`src/rtl/uart_pkg.sv`:
```
// rtl/uart_pkg.sv - shared UART receive constants and state encoding
package uart_pkg;
  localparam int UART_DATA_BITS = 8;
  localparam int BYTES_PER_WORD = 4;

  typedef enum logic [1:0] {
    ST_IDLE,
    ST_START,
    ST_DATA,
    ST_STOP
  } rx_state_t;
endpackage

```
`src/rtl/uart_rx_byte.sv`:
```
// rtl/uart_rx_byte.sv - 8N1 byte receiver: input synchronizer, start/data/stop sampling, framing error
module uart_rx_byte
  import uart_pkg::*;
#(
  parameter int CLK_PER_HALF_BIT = 5208
) (
  input  logic                      clk,
  input  logic                      rstn,
  input  logic                      rxd,
  output logic [UART_DATA_BITS-1:0] data,
  output logic                      done,
  output logic                      ferr,
  output logic                      busy
);
  localparam int CW = $clog2(2 * CLK_PER_HALF_BIT);
  localparam logic [CW-1:0] HALF_LAST = CW'(CLK_PER_HALF_BIT - 1);
  localparam logic [CW-1:0] FULL_LAST = CW'(2 * CLK_PER_HALF_BIT - 1);
  localparam int BW = $clog2(UART_DATA_BITS);
  localparam logic [BW-1:0] BIT_LAST = BW'(UART_DATA_BITS - 1);

  rx_state_t                 state;
  rx_state_t                 state_next;
  logic                      sync1;
  logic                      sync2;
  logic                      prev;
  logic [CW-1:0]             cnt;
  logic [BW-1:0]             bit_idx;
  logic [UART_DATA_BITS-1:0] shreg;
  logic                      tick_half;
  logic                      tick_full;

  assign tick_half = (cnt == HALF_LAST);
  assign tick_full = (cnt == FULL_LAST);
  assign data      = shreg;

  // prev trails the synchronized line so a start needs a high-to-low transition;
  // after a framing error the line must return high before the next start.
  always_ff @(posedge clk) begin
    if (!rstn) begin
      sync1 <= 1'b1;
      sync2 <= 1'b1;
      prev  <= 1'b1;
    end else begin
      sync1 <= rxd;
      sync2 <= sync1;
      prev  <= sync2;
    end
  end

  always_ff @(posedge clk) begin
    if (!rstn) state <= ST_IDLE;
    else       state <= state_next;
  end

  always_comb begin
    state_next = state;
    case (state)
      ST_IDLE:  if (prev && !sync2) state_next = ST_START;
      ST_START: if (tick_half) state_next = sync2 ? ST_IDLE : ST_DATA;
      ST_DATA:  if (tick_full && bit_idx == BIT_LAST) state_next = ST_STOP;
      ST_STOP:  if (tick_full) state_next = ST_IDLE;
      default:  state_next = ST_IDLE;
    endcase
  end

  always_comb begin
    done = 1'b0;
    ferr = 1'b0;
    busy = (state != ST_IDLE);
    if (state == ST_STOP && tick_full) begin
      done = sync2;
      ferr = !sync2;
    end
  end

  always_ff @(posedge clk) begin
    if (!rstn) begin
      cnt     <= '0;
      bit_idx <= '0;
      shreg   <= '0;
    end else begin
      if (state == ST_IDLE || state_next != state || tick_full) cnt <= '0;
      else                                                       cnt <= cnt + CW'(1);
      if (state == ST_START)
        bit_idx <= '0;
      else if (state == ST_DATA && tick_full)
        bit_idx <= bit_idx + BW'(1);
      if (state == ST_DATA && tick_full)
        shreg <= {sync2, shreg[UART_DATA_BITS-1:1]};
    end
  end
endmodule

```
`src/rtl/uart_rx_word.sv`:
```
// rtl/uart_rx_word.sv - 32-bit word assembler with valid/ready hold and overrun; UART_RX_TIMEOUT_EN adds inter-byte timeout
module uart_rx_word
  import uart_pkg::*;
#(
  parameter int CLK_PER_HALF_BIT = 5208,
  parameter int TIMEOUT_BITS     = 20
) (
  input  logic        clk,
  input  logic        rstn,
  input  logic        rxd,
  output logic [31:0] rdata,
  output logic        valid,
  input  logic        ready,
  output logic        rx_busy,
  output logic        ferr,
  output logic        overrun
);
  localparam int CNTW = $clog2(BYTES_PER_WORD);
  localparam logic [CNTW-1:0] LAST_BYTE = CNTW'(BYTES_PER_WORD - 1);
  localparam int PW = UART_DATA_BITS * (BYTES_PER_WORD - 1);

  logic [UART_DATA_BITS-1:0] byte_data;
  logic                      byte_done;
  logic                      byte_ferr;
  logic                      byte_busy;
  logic [CNTW-1:0]           byte_cnt;
  logic [PW-1:0]             partial;
  logic                      word_done;
  logic                      timeout;

  uart_rx_byte #(
    .CLK_PER_HALF_BIT(CLK_PER_HALF_BIT)
  ) u_byte (
    .clk (clk),
    .rstn(rstn),
    .rxd (rxd),
    .data(byte_data),
    .done(byte_done),
    .ferr(byte_ferr),
    .busy(byte_busy)
  );

  assign word_done = byte_done && (byte_cnt == LAST_BYTE);
  assign rx_busy   = byte_busy || (byte_cnt != '0);
  assign ferr      = byte_ferr;

`ifdef UART_RX_TIMEOUT_EN
  localparam int TO_CYCLES = TIMEOUT_BITS * 2 * CLK_PER_HALF_BIT;
  localparam int TW = $clog2(TO_CYCLES);
  logic [TW-1:0] idle_cnt;

  always_ff @(posedge clk) begin
    if (!rstn || byte_busy || byte_cnt == '0) idle_cnt <= '0;
    else                                      idle_cnt <= idle_cnt + TW'(1);
  end

  assign timeout = (byte_cnt != '0) && !byte_busy && (idle_cnt == TW'(TO_CYCLES - 1));
`else
  assign timeout = 1'b0;
`endif

  // Bytes shift in from the top so the oldest ends up in the low lane.
  always_ff @(posedge clk) begin
    if (!rstn) begin
      byte_cnt <= '0;
      partial  <= '0;
      rdata    <= '0;
      valid    <= 1'b0;
      overrun  <= 1'b0;
    end else begin
      if (byte_ferr || timeout) begin
        byte_cnt <= '0;
      end else if (byte_done) begin
        byte_cnt <= byte_cnt + CNTW'(1);
        partial  <= {byte_data, partial[PW-1:UART_DATA_BITS]};
      end
      if (word_done && (!valid || ready)) begin
        rdata <= {byte_data, partial};
        valid <= 1'b1;
      end else begin
        if (valid && ready) valid <= 1'b0;
        if (word_done)      overrun <= 1'b1;
      end
    end
  end
endmodule
```
`config.mk`:
```
export PLATFORM = sky130hd
export DESIGN_NAME = uart_rx_word
export DESIGN_NICKNAME = d
export VERILOG_FILES = /design/src/rtl/uart_pkg.sv /design/src/rtl/uart_rx_byte.sv /design/src/rtl/uart_rx_word.sv
export SDC_FILE = /design/constraint.sdc
export NUM_CORES = 1
export LEC_CHECK = 0
export CORE_ASPECT_RATIO = 0.5
export CORE_MARGIN = 4
export CORE_UTILIZATION = 51
export DETAILED_ROUTE_END_ITERATION = 8
export PLACE_DENSITY = 0.78
export SETUP_SLACK_MARGIN = 0.02
export SLEW_MARGIN = 20
export SYNTH_ARGS = -nofsm -noshare
export SYNTH_HDL_FRONTEND = slang
export SYNTH_HIERARCHICAL = 1
export SYNTH_SLANG_ARGS = --single-unit
```
`constraint.sdc`:
```
create_clock -name clk -period 2.29 [get_ports clk]
set_input_delay 0.687 -clock clk [delete_from_list [all_inputs] [get_ports clk]]
set_output_delay 0.687 -clock clk [all_outputs]
set_load 0.01 [all_outputs]
```
# --- After elaboration in Yosys (flattened, before gate mapping) ---
# Index checks and enable logic that the tools add are counted.
op_classes:
  n_addsub: 3
  multipliers: 0
  div_mod_pow: 0
  magnitude_cmp: 0
  eq_ne: 8
  shift: 0
  mux: 10
  bitwise_logic: 3
  n_reduce_logical: 22
ops:
  columns: ["operator", "count"]
  rows:
  - ["adder 14 x 1 -> 14 bit (second input constant)", 1]
  - ["equality test 14 x 13 -> 1 bit (second input constant)", 1]
  - ["equality test 14 bit (second input constant)", 1]
  - ["two-way mux 2 bit", 5]
  - ["one-hot mux 2 bit (4 select lines)", 1]
  - ["logical AND 1 bit", 7]
  - ["equality test 2 bit (second input constant)", 3]
  - ["nonzero test 2 bit", 3]
  - ["OR reduction 2 bit", 3]
  - ["logical OR 1 bit", 4]
  - ["two-way mux 1 bit", 4]
  - ["AND reduction 2 bit", 2]
  - ["adder 3 x 1 -> 3 bit (second input constant)", 1]
  - ["equality test 3 bit (second input constant)", 1]
  - ["NOT 1 bit", 3]
  - ["adder 2 x 1 -> 2 bit (second input constant)", 1]
  - ["equality test 2 x 1 -> 1 bit (second input constant)", 1]
  - ["logical NOT 1 bit", 2]
  - ["logical NOT 2 bit", 1]
  - ["inequality test 2 bit", 1]
word_totals:
  regBits: 90
  latchBits: 0
  ram_bits: 0
  rom_bits: 0
  word_cells: 58
  mem_count: 0

# --- Depth between registers and ports, before layout ---
logic_depth:
  ltp_word: 8
  ltp_mapped: 10
  ltp_nobuf: 7

# --- Cells and area by module ---
# The synthesis kept the hierarchy.
modules_own_cells:
  columns: ["module", "instances", "cells_each", "area_per_inst_um2", "seq_area_each_um2"]
  rows:
  - ["uart_rx_word", 1, 266, 2409.8, 1201.2]
  - ["uart_rx_byte", 1, 155, 1437.6, 600.6]

# --- Least setup slack after synthesis ---
# No wires, ideal clock.
synth_path:
  path_type: "flip-flop to flip-flop"
  start: "reg u_byte.cnt[0]"
  end: "reg rdata[0]"
  setup_ns: 0.072
  arrival_ns: 2.222
  required_ns: 2.218
  path_slack_ns: -0.003
  stages_incl_launch_ff: 11
  period_less_slack_ns: 2.293
  cell_sequence: "dfxtp_1 > ha_1 > nand3_2 > nand4b_4 > buf_6 > nor3_1 > nand2_2 > nor2b_4 > buf_6 > buf_12 > mux2i_1"
synth_between:
  elab_chain_len: 5
synth_lines:
  columns: ["element", "line_no", "source"]
  rows:
  - ["start, declared", "uart_rx_byte.sv:26", "logic [CW-1:0] cnt;"]
  - ["start signal, assigned", "uart_rx_byte.sv:83", "else cnt <= cnt + CW'(1);"]
  - ["equality test 14 bit", "uart_rx_byte.sv:33", "assign tick_full = (cnt == FULL_LAST);"]
  - ["logical AND 1 bit", "uart_rx_byte.sv:70", "if (state == ST_STOP && tick_full) begin"]
  - ["two-way mux 1 bit", "uart_rx_byte.sv:70", null]
  - ["named net byte_done", "uart_rx_word.sv:23", "logic byte_done;"]
  - ["logical AND 1 bit", "uart_rx_word.sv:43", "assign word_done = byte_done && (byte_cnt == LAST_BYTE);"]
  - ["logical AND 1 bit", "uart_rx_word.sv:77", "if (word_done && (!valid || ready)) begin"]
  - ["end signal, assigned", "uart_rx_word.sv:78", "rdata <= {byte_data, partial};"]
  - ["end, declared", "uart_rx_word.sv:11", "output logic [31:0] rdata,"]
# The timed path passes the listed nets, and every way through them passes these cells.
# A chain may end at the register's enable or synchronous reset.

# --- Worst setup path in the final report ---
layout_path:
  start: "reg u_byte.cnt[1]"
  end: "out ferr"
layout_between:
  elab_chain_len: 3
layout_lines:
  columns: ["element", "line_no", "source"]
  rows:
  - ["equality test 14 bit", "uart_rx_byte.sv:33", null]
  - ["logical AND 1 bit", "uart_rx_byte.sv:70", null]
  - ["two-way mux 1 bit", "uart_rx_byte.sv:70", null]
  - ["end, declared", "uart_rx_word.sv:15", "output logic ferr,"]
# No other way between the ends.

==> reports/qor.yml <==
status: "finished, final reports clean"
portBuffers: 39
clkTransAtPathRegs_ns: 0.06
vias: 2906
fmax_mhz: 457
fp.coreArea_um2: 7320
cts_max_level: 3
drtIter0Drc: 197
synth_nets: 430
crit_path_start_kind: "flip-flop"
die_h_um: 69.4
synth.distinct_cells: 42
use_met2_pct: 27.7
syn_to_final_growth_pct: 22.2
crit_type: "flip-flop to output port"
critPathMaxFanout: 2
ios: 40
p_leak_nw: 1.59
finalMaxSlewViolations: 0
antenna_found_initial: 0
p_comb_share_pct: 2.0
switching_power_uw: 678
wl_per_cell_um: 12.8
setup.worst_path.start: "u_byte/cnt[1]"
r2r-end: "rdata[15]"
use_met3_pct: 5.38
r2r_start: "u_byte/cnt[1]"
globalRoute.totalOverflow: 0
num-nets-final: 480
start_util_pct: 52.5
die_x_um: 131
min_path_type: "flip-flop to flip-flop"
p_int_mw: 2.37
rsz0062_at_grt: "yes"
cts_setup_buffers: 0
drc: 0
tightest_slew_ns: 0.553
seqPwrFrac_pct: 51.6
power_frac_clock_pct: 46.4
dp_hpwl_um: 4850
grt_use_met1_pct: 21.7
root_buffer: "clkbuf_16"
post-place-ws_ns: -0.0431
reg2regPathDepth: 9
hold_viol_final: 0
crit_path_end: "ferr"
die_area_um2: 9080
drive_gt1_share_pct: 13.0
postSynthCellCount: 421
period_share_pct: 95.6
ctsHoldBuffers: 0
gp_congestion: 0.791
grt_pass1_wl_um: 12600
ys_ff_latch: 90
first_global_vias: 2737
cts_buffers: 9
routed_via_density: 5.08
final.min_clock_period_ns: 2.19
diodes: 0
cts_tree: "yes"
finish.instance_area_um2: 4700
power.density_nw_per_um2: 648
ir_drop_mv: 0.460
grt.total_usage_pct: 17.3
clk_path_buf_depth: 2
yosysWarnings: 6
required_ns: 1.60
critPathArrivalTime_ns: 1.50
grt_max_degree: 64
clk_latency_ns: 0.34
regToRegSetupSlack_ns: 0.25
max_slew_margin_pct: 63.2
rows: 22
yosysSeqAreaShare_pct: 46.8
drtPass1Iterations: 4
setup_violations: 0
busiest_layer: "met2"
synth.avg_cell_area_um2: 9.14
syn_area_um2: 3850
drt_wl_total_um: 7340
cts_sinks: 90
antenna_left: 0
fill_cells: 601
setup_slack_ns: 0.101
place_area_um2: 4400
clock-skew-final_ns: 0.00625
maxCapViolCount: 0
endpoint_kind: "output port"
p_sw_share_pct: 22.3
[sequential cells by signal (all words and copies together), names as in the netlist]
register and count:
rdata 32, partial 24, u_byte/cnt 14, u_byte/data 8, u_byte/bit_idx 3, byte_cnt 2, u_byte/state 2, overrun 1
u_byte/prev 1, u_byte/sync1 1, u_byte/sync2 1, valid 1
[area by class of cell]
| cell class | count | area, µm² | share of cell area (%) |
|---|---|---|---|
| well taps | 96 | 120 | 2.55 |
| inverters | 8 | 30.0 | 0.639 |
| repair buffers | 67 | 629 | 13.4 |
| clock buffers | 10 | 239 | 5.08 |
| multi-input cells | 295 | 1830 | 38.9 |
| clock inverters | 6 | 50.0 | 1.06 |
| flip-flops and latches | 90 | 1800 | 38.3 |
[synthesized netlist by cell type]
library cell / n / area (µm²)
a21boi_0: 5 / 37.5
a21boi_1: 20 / 150
a31o_2: 1 / 8.76
a31oi_1: 1 / 6.26
and3_1: 1 / 6.26
and4b_1: 1 / 10.0
and4bb_1: 1 / 12.5
and4bb_2: 2 / 25.0
buf_1: 2 / 7.51
buf_12: 3 / 60.1
buf_2: 3 / 15.0
buf_4: 4 / 30.0
buf_6: 5 / 56.3
clkbuf_1: 11 / 41.3
dfxtp_1: 90 / 1800
ha_1: 5 / 62.6
inv_1: 8 / 30.0
mux2_4: 2 / 30.0
mux2i_1: 41 / 410
nand2_1: 127 / 477
nand2_2: 1 / 6.26
nand2b_1: 6 / 37.5
nand3_1: 11 / 55.1
nand3_2: 1 / 10.0
nand3b_1: 5 / 37.5
nand4_1: 5 / 31.3
nand4_4: 1 / 21.3
nand4b_4: 1 / 23.8
nor2_1: 21 / 78.8
nor2b_1: 3 / 18.8
nor2b_4: 1 / 13.8
nor3_1: 7 / 35.0
nor3b_1: 1 / 7.51
nor3b_2: 1 / 12.5
nor4_1: 3 / 18.8
o2111ai_1: 1 / 8.76
o211ai_1: 2 / 15.0
o21a_1: 1 / 7.51
o21ai_0: 2 / 10.0
or2_2: 1 / 6.26
xnor2_1: 12 / 105
xor2_1: 1 / 8.76
[logic make-up (layout without fill, tap and decap cells)]
family          Yosys count  after routing  synth area share, %
mux                      43             43                 11.4
compound gates           33             33                 6.34
fa+ha+maj                 5              5                 1.63
xor+xnor                 13             13                 2.96
simple gates            201            201                 24.6
buf+inv                  36             91                 6.24
flops                    90             90                 46.8
[how the worst min path moves through the flow]
stage | startpoint | to | depth (start not counted) | slack [ns]
6_report | u_byte/sync1 | u_byte/sync2 | 1 | 0.42
5_1_grt | u_byte/sync1 | u_byte/sync2 | 1 | 0.44
4_1_cts | u_byte/sync1 | u_byte/sync2 | 1 | 0.43
3_5_place_dp | u_byte/sync1 | u_byte/sync2 | 1 | 0.41
3_3_place_gp | u_byte/sync1 | u_byte/sync2 | 1 | 0.41
2_1_floorplan | u_byte/sync1 | u_byte/sync2 | 1 | 0.39
[critical path, stage by stage (launching register included)]
cell	delay [ns]
dfxtp_1	0.33
ha_2	0.19
nand3_2	0.09
nand4b_4	0.20
nor3_4	0.19
buf_2	0.16
[through the flow]
step / utilization (%) / std cells / setup TNS [ns] / hold WS, ns / total power, mW
after floorplan: - / 421 / 0 / 0.386 / 1.65
after global placement: 60.1 / 556 / 0 / 0.406 / 1.67
after detailed placement: 60.1 / 556 / -0.0431 / 0.410 / 1.67
after CTS: 64.1 / 572 / 0 / 0.425 / 3.08
after global routing: 64.2 / 572 / -0.00433 / 0.441 / 3.16
final: 64.2 / 572 / 0 / 0.417 / 3.04
[power by group through the flow]
stage | clock, mW | combinational [mW] | sequential [mW]
after floorplan | 0 | 0.0456 | 1.61
after global placement | 0 | 0.0608 | 1.61
after detailed placement | 0 | 0.0610 | 1.61
after CTS | 1.45 | 0.0607 | 1.57
after global routing | 1.52 | 0.0673 | 1.57
final | 1.41 | 0.0606 | 1.57
[metal layers]
| metal | up-vias | share of wire [%] |
|---|---|---|
| li1 | 1484 | - |
| met1 | 1360 | 46 |
| met2 | 50 | 48 |
| met3 | 12 | 3.5 |
| met4 | 0 | 1.6 |
| met5 | - | 0 |
[cells in the final DEF (no fill, tap or decap), drive strengths merged]
| master | n |
|---|---|
| nand2 | 128 |
| dfxtp | 90 |
| mux2i | 41 |
| clkdlybuf4s50 | 36 |
| buf | 30 |
| a21boi | 25 |
| nor2 | 21 |
| xnor2 | 12 |
| nand3 | 12 |
| clkbuf | 10 |
| inv | 10 |
| nor3 | 7 |
| nand2b | 6 |
| nand4 | 6 |
| nand3b | 5 |
| ha | 5 |
| nor2b | 4 |
| nor4 | 3 |
| clkinv | 3 |
| and4bb | 3 |
| o21ai | 2 |
| o211ai | 2 |
| mux2 | 2 |
| nor3b | 2 |
| o21a | 1 |
| clkinvlp | 1 |
| dlygate4sd2 | 1 |
| or2 | 1 |
| nand4b | 1 |
| and4b | 1 |
| and3 | 1 |
| a31o | 1 |
| a31oi | 1 |
| xor2 | 1 |
| o2111ai | 1 |
[what timing repair did]
item	4_1_cts	5_1_grt
pin swaps	1	1
endpoints found under the setup margin	2	8
resized for setup	5	5
No activity file was read; power rests on OpenSTA's default activity.
